### config.mk
export PLATFORM = sky130hd
export DESIGN_NAME = video_timing_gen_flat
export DESIGN_NICKNAME = d
export VERILOG_FILES = /design/src/rtl/video_timing_gen_if.sv /design/src/rtl/video_timing_gen.sv /design/src/flat_wrapper.sv
export SDC_FILE = /design/constraint.sdc
export NUM_CORES = 1
export LEC_CHECK = 0
export ABC_AREA = 0
export BUFFER_PORTS_ARGS = -buffer_cell sky130_fd_sc_hd__buf_4
export CAP_MARGIN = 20
export CORE_MARGIN = 2
export CORE_UTILIZATION = 58
export CTS_CLUSTER_DIAMETER = 200
export DETAILED_ROUTE_END_ITERATION = 6
export GPL_TIMING_DRIVEN = 0
export HOLD_SLACK_MARGIN = 0.12
export PLACE_DENSITY = 0.81
export SLEW_MARGIN = 20
export SYNTH_ARGS = -nofsm -noshare
export SYNTH_HDL_FRONTEND = slang
export SYNTH_SLANG_ARGS = --single-unit
### constraint.sdc
create_clock -name clk -period 4.1 [get_ports clk]
set_input_delay 0.615 -clock clk [delete_from_list [all_inputs] [get_ports clk]]
set_output_delay 0.615 -clock clk [all_outputs]
set_load 0.03 [all_outputs]
### src/rtl/video_timing_gen_if.sv
// Raster timing bundle driven by video_timing_gen toward the mixer / scandoubler.
interface video_timing_gen_if #(
    parameter int CNT_W = 9
);
    logic [CNT_W-1:0] hcount;
    logic [CNT_W-1:0] vcount;
    logic             hb;
    logic             vb;
    logic             de;
    logic             hs;
    logic             vs;
    logic             line_start;
    logic             frame;
    logic             field;

    // Every signal is a registered level from the generator with no back-pressure;
    // line_start and frame are one-clk strobes the consumer must catch on that clk.
    modport master (
        output hcount, vcount, hb, vb, de, hs, vs, line_start, frame, field
    );

    modport slave (
        input hcount, vcount, hb, vb, de, hs, vs, line_start, frame, field
    );
endinterface

### src/rtl/video_timing_gen.sv
// Parametrised raster timing generator: counters, blanking, adjustable syncs,
// line/frame strobes and interlace field flag, all advancing on ce_pix.
module video_timing_gen #(
    parameter int CNT_W        = 9,
    parameter int H_ACTIVE     = 256,
    parameter int H_SYNC_START = 274,
    parameter int H_SYNC_END   = 299,
    parameter int H_TOTAL      = 443,
    parameter int V_ACTIVE     = 224,
    parameter int V_SYNC_START = 242,
    parameter int V_SYNC_END   = 245,
    parameter int V_TOTAL      = 263,
    parameter int HS_POL       = 0,
    parameter int VS_POL       = 0,
    parameter int INTERLACE    = 0
) (
    input  logic                      clk,
    input  logic                      reset,
    input  logic                      ce_pix,
    input  logic signed [3:0]         h_adj,
    input  logic signed [3:0]         v_adj,
    video_timing_gen_if.master        vid
);
    localparam logic [CNT_W-1:0] H_LAST      = CNT_W'(H_TOTAL - 1);
    localparam logic [CNT_W-1:0] V_LAST_EVEN = CNT_W'(V_TOTAL - 1);
    localparam logic [CNT_W-1:0] V_LAST_ODD  = CNT_W'(V_TOTAL);
    localparam logic [CNT_W-1:0] H_ACT       = CNT_W'(H_ACTIVE);
    localparam logic [CNT_W-1:0] V_ACT       = CNT_W'(V_ACTIVE);

    localparam logic signed [CNT_W:0] HS_LO = (CNT_W+1)'(H_ACTIVE);
    localparam logic signed [CNT_W:0] HS_HI = (CNT_W+1)'(H_TOTAL - 1);
    localparam logic signed [CNT_W:0] HSS_X = (CNT_W+1)'(H_SYNC_START);
    localparam logic signed [CNT_W:0] HSE_X = (CNT_W+1)'(H_SYNC_END);
    localparam logic signed [CNT_W:0] VS_LO = (CNT_W+1)'(V_ACTIVE);
    localparam logic signed [CNT_W:0] VS_HI = (CNT_W+1)'(V_TOTAL - 1);
    localparam logic signed [CNT_W:0] VSS_X = (CNT_W+1)'(V_SYNC_START);
    localparam logic signed [CNT_W:0] VSE_X = (CNT_W+1)'(V_SYNC_END);

    localparam logic HS_IDLE = (HS_POL != 0) ? 1'b0 : 1'b1;
    localparam logic VS_IDLE = (VS_POL != 0) ? 1'b0 : 1'b1;

    logic [CNT_W-1:0] hcnt_q, hcnt_d;
    logic [CNT_W-1:0] vcnt_q, vcnt_d;
    logic             field_q, field_d;
    logic             hb_q, hb_d;
    logic             vb_q, vb_d;
    logic             de_q, de_d;
    logic             hs_q, hs_d;
    logic             vs_q, vs_d;
    logic             ls_q;
    logic             frame_q;
    logic [3:0]       h_adj_q;
    logic [3:0]       v_adj_q;

    logic                    h_last, v_last, frame_wrap;
    logic                    hs_act, vs_act;
    logic signed [CNT_W:0]   h_adj_x, v_adj_x;
    logic [CNT_W:0]          hs0, hs1, vs0, vs1;

    // Clamp keeps sync windows inside the blanking interval whatever the adjust.
    function automatic logic [CNT_W:0] clamp_pos(input logic signed [CNT_W:0] x,
                                                 input logic signed [CNT_W:0] lo,
                                                 input logic signed [CNT_W:0] hi);
        logic signed [CNT_W:0] r;
        r = x;
        if (x < lo) r = lo;
        else if (x > hi) r = hi;
        return r;
    endfunction

    assign h_adj_x = {{(CNT_W-3){h_adj_q[3]}}, h_adj_q};
    assign v_adj_x = {{(CNT_W-3){v_adj_q[3]}}, v_adj_q};

    always_comb begin
        h_last     = (hcnt_q == H_LAST);
        v_last     = ((INTERLACE != 0) && field_q) ? (vcnt_q == V_LAST_ODD)
                                                   : (vcnt_q == V_LAST_EVEN);
        frame_wrap = h_last && v_last;

        hcnt_d = h_last ? '0 : hcnt_q + CNT_W'(1);
        vcnt_d = vcnt_q;
        if (h_last) vcnt_d = v_last ? '0 : vcnt_q + CNT_W'(1);
        field_d = field_q;
        if (frame_wrap && (INTERLACE != 0)) field_d = ~field_q;

        hs0 = clamp_pos(HSS_X + h_adj_x, HS_LO, HS_HI);
        hs1 = clamp_pos(HSE_X + h_adj_x, HS_LO, HS_HI);
        vs0 = clamp_pos(VSS_X + v_adj_x, VS_LO, VS_HI);
        vs1 = clamp_pos(VSE_X + v_adj_x, VS_LO, VS_HI);

        // Decodes use the next counter values so they line up with hcount/vcount.
        hs_act = ({1'b0, hcnt_d} >= hs0) && ({1'b0, hcnt_d} < hs1);
        vs_act = ({1'b0, vcnt_d} >= vs0) && ({1'b0, vcnt_d} < vs1);
        hs_d   = (HS_POL != 0) ? hs_act : ~hs_act;
        vs_d   = (VS_POL != 0) ? vs_act : ~vs_act;
        hb_d   = (hcnt_d >= H_ACT);
        vb_d   = (vcnt_d >= V_ACT);
        de_d   = ~hb_d & ~vb_d;
    end

    always_ff @(posedge clk or posedge reset) begin
        if (reset) begin
            hcnt_q  <= '0;
            vcnt_q  <= '0;
            field_q <= 1'b0;
            hb_q    <= 1'b0;
            vb_q    <= 1'b0;
            de_q    <= 1'b1;
            hs_q    <= HS_IDLE;
            vs_q    <= VS_IDLE;
            ls_q    <= 1'b0;
            frame_q <= 1'b0;
            h_adj_q <= '0;
            v_adj_q <= '0;
        end else begin
            ls_q    <= ce_pix & h_last;
            frame_q <= ce_pix & frame_wrap;
            if (ce_pix) begin
                hcnt_q  <= hcnt_d;
                vcnt_q  <= vcnt_d;
                field_q <= field_d;
                hb_q    <= hb_d;
                vb_q    <= vb_d;
                de_q    <= de_d;
                hs_q    <= hs_d;
                vs_q    <= vs_d;
                // Adjusts only change at frame start so no runt sync is produced.
                if (frame_wrap) begin
                    h_adj_q <= h_adj;
                    v_adj_q <= v_adj;
                end
            end
        end
    end

    assign vid.hcount     = hcnt_q;
    assign vid.vcount     = vcnt_q;
    assign vid.hb         = hb_q;
    assign vid.vb         = vb_q;
    assign vid.de         = de_q;
    assign vid.hs         = hs_q;
    assign vid.vs         = vs_q;
    assign vid.line_start = ls_q;
    assign vid.frame      = frame_q;
    assign vid.field      = field_q;
endmodule
### src/flat_wrapper.sv
// flat-port wrapper written by rule: the top's interface ports become plain ports
module video_timing_gen_flat 
#(
    parameter int CNT_W        = 9,
    parameter int H_ACTIVE     = 256,
    parameter int H_SYNC_START = 274,
    parameter int H_SYNC_END   = 299,
    parameter int H_TOTAL      = 443,
    parameter int V_ACTIVE     = 224,
    parameter int V_SYNC_START = 242,
    parameter int V_SYNC_END   = 245,
    parameter int V_TOTAL      = 263,
    parameter int HS_POL       = 0,
    parameter int VS_POL       = 0,
    parameter int INTERLACE    = 0
)
  (clk, reset, ce_pix, h_adj, v_adj, vid_hcount, vid_vcount, vid_hb, vid_vb, vid_de, vid_hs, vid_vs, vid_line_start, vid_frame, vid_field);
  video_timing_gen_if #(.CNT_W(CNT_W)) vid_i ();
  input  logic clk;
  input  logic reset;
  input  logic ce_pix;
  input  logic signed [3:0] h_adj;
  input  logic signed [3:0] v_adj;
  output wire logic [$bits(vid_i.hcount)-1:0] vid_hcount;
  output wire logic [$bits(vid_i.vcount)-1:0] vid_vcount;
  output wire logic [$bits(vid_i.hb)-1:0] vid_hb;
  output wire logic [$bits(vid_i.vb)-1:0] vid_vb;
  output wire logic [$bits(vid_i.de)-1:0] vid_de;
  output wire logic [$bits(vid_i.hs)-1:0] vid_hs;
  output wire logic [$bits(vid_i.vs)-1:0] vid_vs;
  output wire logic [$bits(vid_i.line_start)-1:0] vid_line_start;
  output wire logic [$bits(vid_i.frame)-1:0] vid_frame;
  output wire logic [$bits(vid_i.field)-1:0] vid_field;
  assign vid_hcount = vid_i.hcount;
  assign vid_vcount = vid_i.vcount;
  assign vid_hb = vid_i.hb;
  assign vid_vb = vid_i.vb;
  assign vid_de = vid_i.de;
  assign vid_hs = vid_i.hs;
  assign vid_vs = vid_i.vs;
  assign vid_line_start = vid_i.line_start;
  assign vid_frame = vid_i.frame;
  assign vid_field = vid_i.field;
  video_timing_gen #(.CNT_W(CNT_W), .H_ACTIVE(H_ACTIVE), .H_SYNC_START(H_SYNC_START), .H_SYNC_END(H_SYNC_END), .H_TOTAL(H_TOTAL), .V_ACTIVE(V_ACTIVE), .V_SYNC_START(V_SYNC_START), .V_SYNC_END(V_SYNC_END), .V_TOTAL(V_TOTAL), .HS_POL(HS_POL), .VS_POL(VS_POL), .INTERLACE(INTERLACE)) u_core (.clk(clk), .reset(reset), .ce_pix(ce_pix), .h_adj(h_adj), .v_adj(v_adj), .vid(vid_i));
endmodule
==> results.toml, run 1 <==
[drt]
num_vias = 2173
detail_route.iter0.violations = 190
wl_um = 5478
postRouteAntennaNets = 0
drc = 0
drtPass1Iterations = 5
via_per_inst = 5.857
wire_per_inst_um = 14.77

[floorplan]
num_rows = 24
initial_core_util_pct = 59.67
io-pin-count = 37
die_w_um = 70.47
die_area_um2 = 4966
die_y_um = 70.47
core_um2 = 4294

[timing]
min_period_over_period_pct = 87.80
slew_viol_final = 0
tns_ns = 0
finalHoldViolations = 0
fmax_ghz = 0.2778
slew_headroom_pct = 54.43
worst_pin_slew_ns = 0.6825
skew_ns = 0.004780
finalSetupViolCount = 0
rsz0062_at_grt = "false"
setup_slack_ns = 0.5003
min_period_ns = 3.600

[synth]
synthMuxAreaShare_pct = 5.469
avgSynthCellArea_um2 = 9.284
ys_seq_area_share_pct = 31.40
yosysWarningCount = 0
synth-xor-area-share_pct = 5.811
syn_area_um2 = 2562
netlist-cell-type-count = 57
synth_edf_count = 0
synth_top_area_share_pct = 28.32
synth_adder_area_share_pct = 18.95
synth_fp_nets = 325
synthCells = 276
synth-simple-area-share_pct = 17.63
synthTopCellsByArea = "dfrtp_1 (28%), ha_1 (19%), mux2_2 (4.0%)"
ys_ff_latch = 32
synth_top_family_by_area = "adder cells"
async_flop_share_pct = 100.0
yosysTopAreaCell = "dfrtp_1"
synth_ff_type = "dfrtp_1"
synth_compound_area_share_pct = 15.43

[min_path]
min_path_type = "in -> async"

[status]
status = "completed"

[clocking]
cts_buffers = 5
ctsResizeCount = 0
postCtsHoldBufs = 0
cts_root_buffer = "clkbuf_8"
cts_sinks = 32
htreeDepth = 2
path_clk_slew_ns = 0.07
cts_buffer_depth = 2
cts_tree = "built"
insertion_delay_ns = 0.28
post-cts-setup-buffers = 0

[global_routing]
grt_pass1_vias = 2039
grt-ovfl-total = 0
antenna_found_initial = 0
grt_max_degree = 33
grt_util_all_layers_pct = 23.78
grt_first_pass_wirelength_um = 9390

[power]
ir_drop_uv = 273.8
cellPowerDensity_nw_per_um2 = 436.6
power.leakage_nw = 1.496

[critical_path]
worstSetupPathType = "reg -> reg"
setup.worst_path.start_class = "register"
r2r-start = "u_core.vid.hcount[0]"
reg2reg_slack_ns = 0.50
reg2reg_depth = 14
crit_required_ns = 4.33
cp.arrival_ns = 3.83
end_kind = "register"
critPathLaunch = "u_core.vid.hcount[0]"
regToRegEndpoint = "u_core.vid.vs"
crit_path_end = "u_core.vid.vs"
worstPathMaxFanout = 10

[run]
maxCapViolations = 0

[placement]
dp_hpwl_um = 4087
gp_congestion = 0.9480
pre_cts_slack_ns = 0.5640
portBuffers = 35

[finish]
final_cell_mix = "buf_4 (39), ha_1 (38), dfrtp_1 (29), nand2_1 (26), o21ai_0 (19)"
antenna_cells = 0
layout.nets = 367
layout_commonest_cell = "buf_4"
area_delta_synth_final_pct = 16.99
drive_gt1_share_pct = 23.20
## sequential cells by signal (all words and copies together), names as in the netlist
signal / cells
u_core.vid.de: 1
u_core.vid.vb: 1
u_core.vid.vcount: 9
u_core.vid.hcount: 8
u_core.v_adj_q: 4
u_core.vid.vs: 1
u_core.vid.hb: 1
u_core.vid.line_start: 1
u_core.vid.frame: 1
u_core.h_adj_q: 4
u_core.vid.hs: 1
## cells by family after synthesis
group,count (synthesis)
compound gates,60
xor+xnor,17
fa+ha+maj,39
buf+inv,28
flops,32
mux,12
other cells,1
simple gates,87
## synth_stat cells (8+ instances only)
cell type	count
a21oi_1	14
inv_1	15
ha_1	38
dfrtp_1	29
mux2_2	9
nor2_1	18
nand2_1	26
nor3_1	10
xnor2_1	9
o21ai_0	19
xor2_1	8
nand3_1	8
## per-stage QoR
step	util (%)	instance area [um^2]	hold slack, ns	std cells	power (mW)
CTS	69.81	2998	0.4661	371	1.318
detailed placement	67.31	2890	0.5288	363	1.009
global placement	67.31	2890	0.5070	363	0.9897
global route	69.81	2998	0.4840	371	1.403
floorplan	-	2562	0.5478	276	0.8379
finish	69.81	2998	0.4361	371	1.309
## how the worst min path moves through the flow
| stage | start | to | slack (ns) | depth (start not counted) |
|---|---|---|---|---|
| 2_1_floorplan | u_core.v_adj_q[0] | u_core.v_adj_q[0] | 0.55 | 1 |
| 3_3_place_gp | u_core.vid.vb | u_core.vid.vb | 0.51 | 2 |
| 3_5_place_dp | u_core.vid.hs | u_core.vid.hs | 0.53 | 1 |
| 4_1_cts | reset | u_core.vid.hcount[4] | 0.47 | 2 |
| 5_1_grt | reset | u_core.h_adj_q[3] | 0.48 | 2 |
| 6_report | reset | u_core.h_adj_q[3] | 0.44 | 2 |
## layout make-up
type	instances	area, um^2
tap	52	65.06
clock inverter	2	35.03
sequential	32	804.5
buffer	12	72.57
clock buffer	6	72.57
inverter	16	60.06
fill	351	1296
multi-input combinational	216	1625
timing repair buffer	35	262.8
## metal layers
layer  track usage, %  routed length, um  vias to the layer above  share of wire, %
met4            5.983                 72                        0               1.3
met3            4.618                254                       11               4.6
met5                0                  0                        -                 0
li1                 -                  -                     1063                 -
met1            31.87               2566                     1034                47
met2            39.41               2584                       65                47
## where the power goes
part           internal (mW)  leakage [nW]  switching (mW)  total (mW)
Sequential             0.367         0.384          0.0634       0.430
Combinational          0.244          1.06           0.332       0.576
Clock                  0.180        0.0552           0.122       0.302
## worst max-delay path, stage by stage, from the launching register on
cell and delay, ns:
dfrtp_1 0.46, inv_1 0.13, ha_1 0.16, nand4b_1 0.26, or2_0 0.29, buf_2 0.19
nor3_1 0.26, a21oi_1 0.07, ha_1 0.29, nand2b_1 0.13, a2111oi_0 0.38, nor3_1 0.13
maj3_1 0.38, a221oi_1 0.28, a211o_1 0.14
Power figures use the tool's default switching activity.
==> run 2: changes to the inputs <==
Settings changed: CELL_PAD_IN_SITES_DETAIL_PLACEMENT set to 0, CELL_PAD_IN_SITES_GLOBAL_PLACEMENT set to 1, CORE_UTILIZATION 58 to 44, PLACE_DENSITY 0.81 to not set, PLACE_DENSITY_LB_ADDON set to 0.1.
==> run 2 against run 1 <==
Effect of this change:
- register-to-register slack about the same
- sequential share of layout area decreased by 0.22 points
- first-iteration DRC count decreased by 17%
- via count decreased by 4.0%
- largest cell class unchanged
- largest power group unchanged
==> results.toml, run 2 (synthesis gave the netlist of run 1 again) <==
[clocking]
post-cts-setup-buffers = 0
cts_sinks = 32
cts_tree = "built"
insertion_delay_ns = 0.29
cts_root_buffer = "clkbuf_8"
cts_buffer_depth = 2
postCtsHoldBufs = 0
path_clk_slew_ns = 0.08
htreeDepth = 2
cts_buffers = 5
ctsResizeCount = 0

[drt]
drc = 0
detail_route.iter0.violations = 158
num_vias = 2087
wl_um = 5738
wire_per_inst_um = 14.68
via_per_inst = 5.338
postRouteAntennaNets = 0
drtPass1Iterations = 4

[global_routing]
grt-ovfl-total = 0
grt_first_pass_wirelength_um = 9867
grt_pass1_vias = 2046
use_met3_pct = 3.933
grt_max_degree = 33
busiest_layer = "met2"
use_met1_pct = 27.55
grt_util_all_layers_pct = 19.96
antenna_found_initial = 0
met2_usage_pct = 30.75

[timing]
tns_ns = 0
rsz0062_at_grt = "false"
skew_ns = 0.009983
finalSetupViolCount = 0
min_period_over_period_pct = 87.99
whs_ns = 0.4322
slew_headroom_pct = 53.24
worst_pin_slew_ns = 0.7004
min_period_ns = 3.607
setup_slack_ns = 0.4925
slew_viol_final = 0
fmax_ghz = 0.2772
finalHoldViolations = 0

[status]
status = "completed"

[finish]
antenna_cells = 0
area_delta_synth_final_pct = 17.97
final_cell_mix = "buf_4 (39), ha_1 (38), dfrtp_1 (29), nand2_1 (26), o21ai_0 (19)"
largest_register_ffs = 9
final_area_um2 = 3023
layout_commonest_cell = "buf_4"
layout.nets = 367
final_core_util_pct = 54.23
drive_gt1_share_pct = 23.20

[critical_path]
end_kind = "register"
worstSetupPathType = "reg -> reg"
setup.worst_path.start_class = "register"
worstPathMaxFanout = 10
cp.arrival_ns = 3.85
slowest_stage = "dfrtp_1"
critical-path-max-stage-delay_ns = 0.45
cp_cell_sequence = "inv_1 -> ha_1 -> nand4b_1 -> or2_0 -> buf_2 -> nor3_1 -> a21oi_1 -> ha_1 -> nand2b_1 -> a2111oi_0 -> nor3_1 -> maj3_1 -> a221oi_1 -> a211o_1"
crit_required_ns = 4.34

[floorplan]
num_rows = 27
initial_core_util_pct = 45.97
die_w_um = 80.32
core_um2 = 5574
io-pin-count = 37
die_y_um = 80.32
die_area_um2 = 6451

[power]
ir_drop_uv = 251.1
power.leakage_nw = 1.496
cellPowerDensity_nw_per_um2 = 435.8

[min_path]
min_path_type = "in -> async"

[placement]
placed_area_um2 = 2915
pre_cts_slack_ns = 0.4901
gp_congestion = 0.8384
portBuffers = 35
dp_hpwl_um = 4426

[run]
maxCapViolations = 0
run 2: path summary, 6_finish.rpt:
| path | depth (start not counted) | end | slack (ns) | from |
|---|---|---|---|---|
| setup / recovery | 14 | u_core.vid.vs | 0.49 | u_core.vid.hcount[0] |
| hold / removal | 2 | u_core.v_adj_q[1] | 0.43 | reset |
| setup reg to reg | 14 | u_core.vid.vs | 0.49 | u_core.vid.hcount[0] |
| hold reg to reg | 1 | u_core.vid.hs | 0.54 | u_core.vid.hs |
| max in group asynchronous | 2 | u_core.vid.vcount[8] | 3.21 | reset |
| min in group clk | 3 | u_core.v_adj_q[2] | 0.52 | v_adj[2] |
run 2: layer usage:
metal / part of all wire, % / routed length [um]
met1: 51 / 2908
met5: 0 / 0
met2: 44 / 2552
met3: 3.7 / 212
met4: 1.1 / 64
run 2: where the power goes:
group | internal, mW | total [mW] | switching [mW] | leakage [nW]
clock network | 0.181 | 0.313 | 0.133 | 0.0552
logic | 0.244 | 0.574 | 0.329 | 1.06
registers | 0.367 | 0.430 | 0.0632 | 0.384
total | 0.792 | 1.32 | 0.526 | 1.50
run 2: per-stage QoR:
stage / total power [mW] / cells
after floorplan: 0.8379 / 276
after global placement: 1.006 / 383
after detailed placement: 1.017 / 383
after CTS: 1.337 / 391
after global routing: 1.418 / 391
final: 1.317 / 391
run 2: layout make-up:
cell class | instances | area [um^2]
well taps | 72 | 90.09
inverters | 16 | 60.06
repair buffers | 35 | 262.8
multi-input cells | 216 | 1625
fillers | 558 | 2551
clock buffers | 6 | 72.57
plain buffers | 12 | 72.57
flip-flops and latches | 32 | 804.5
clock inverters | 2 | 35.03
run 2: worst max-delay path, delay by kind of cell (launching register included):
kind                     cells  cell delay [ns]
AO/OA/AOI/OAI                4             0.88
buffers and inverters        2             0.30
AND/OR/NAND/NOR              5             1.09
adder cells (fa/ha/maj)      3             0.84
flip-flops                   1             0.45
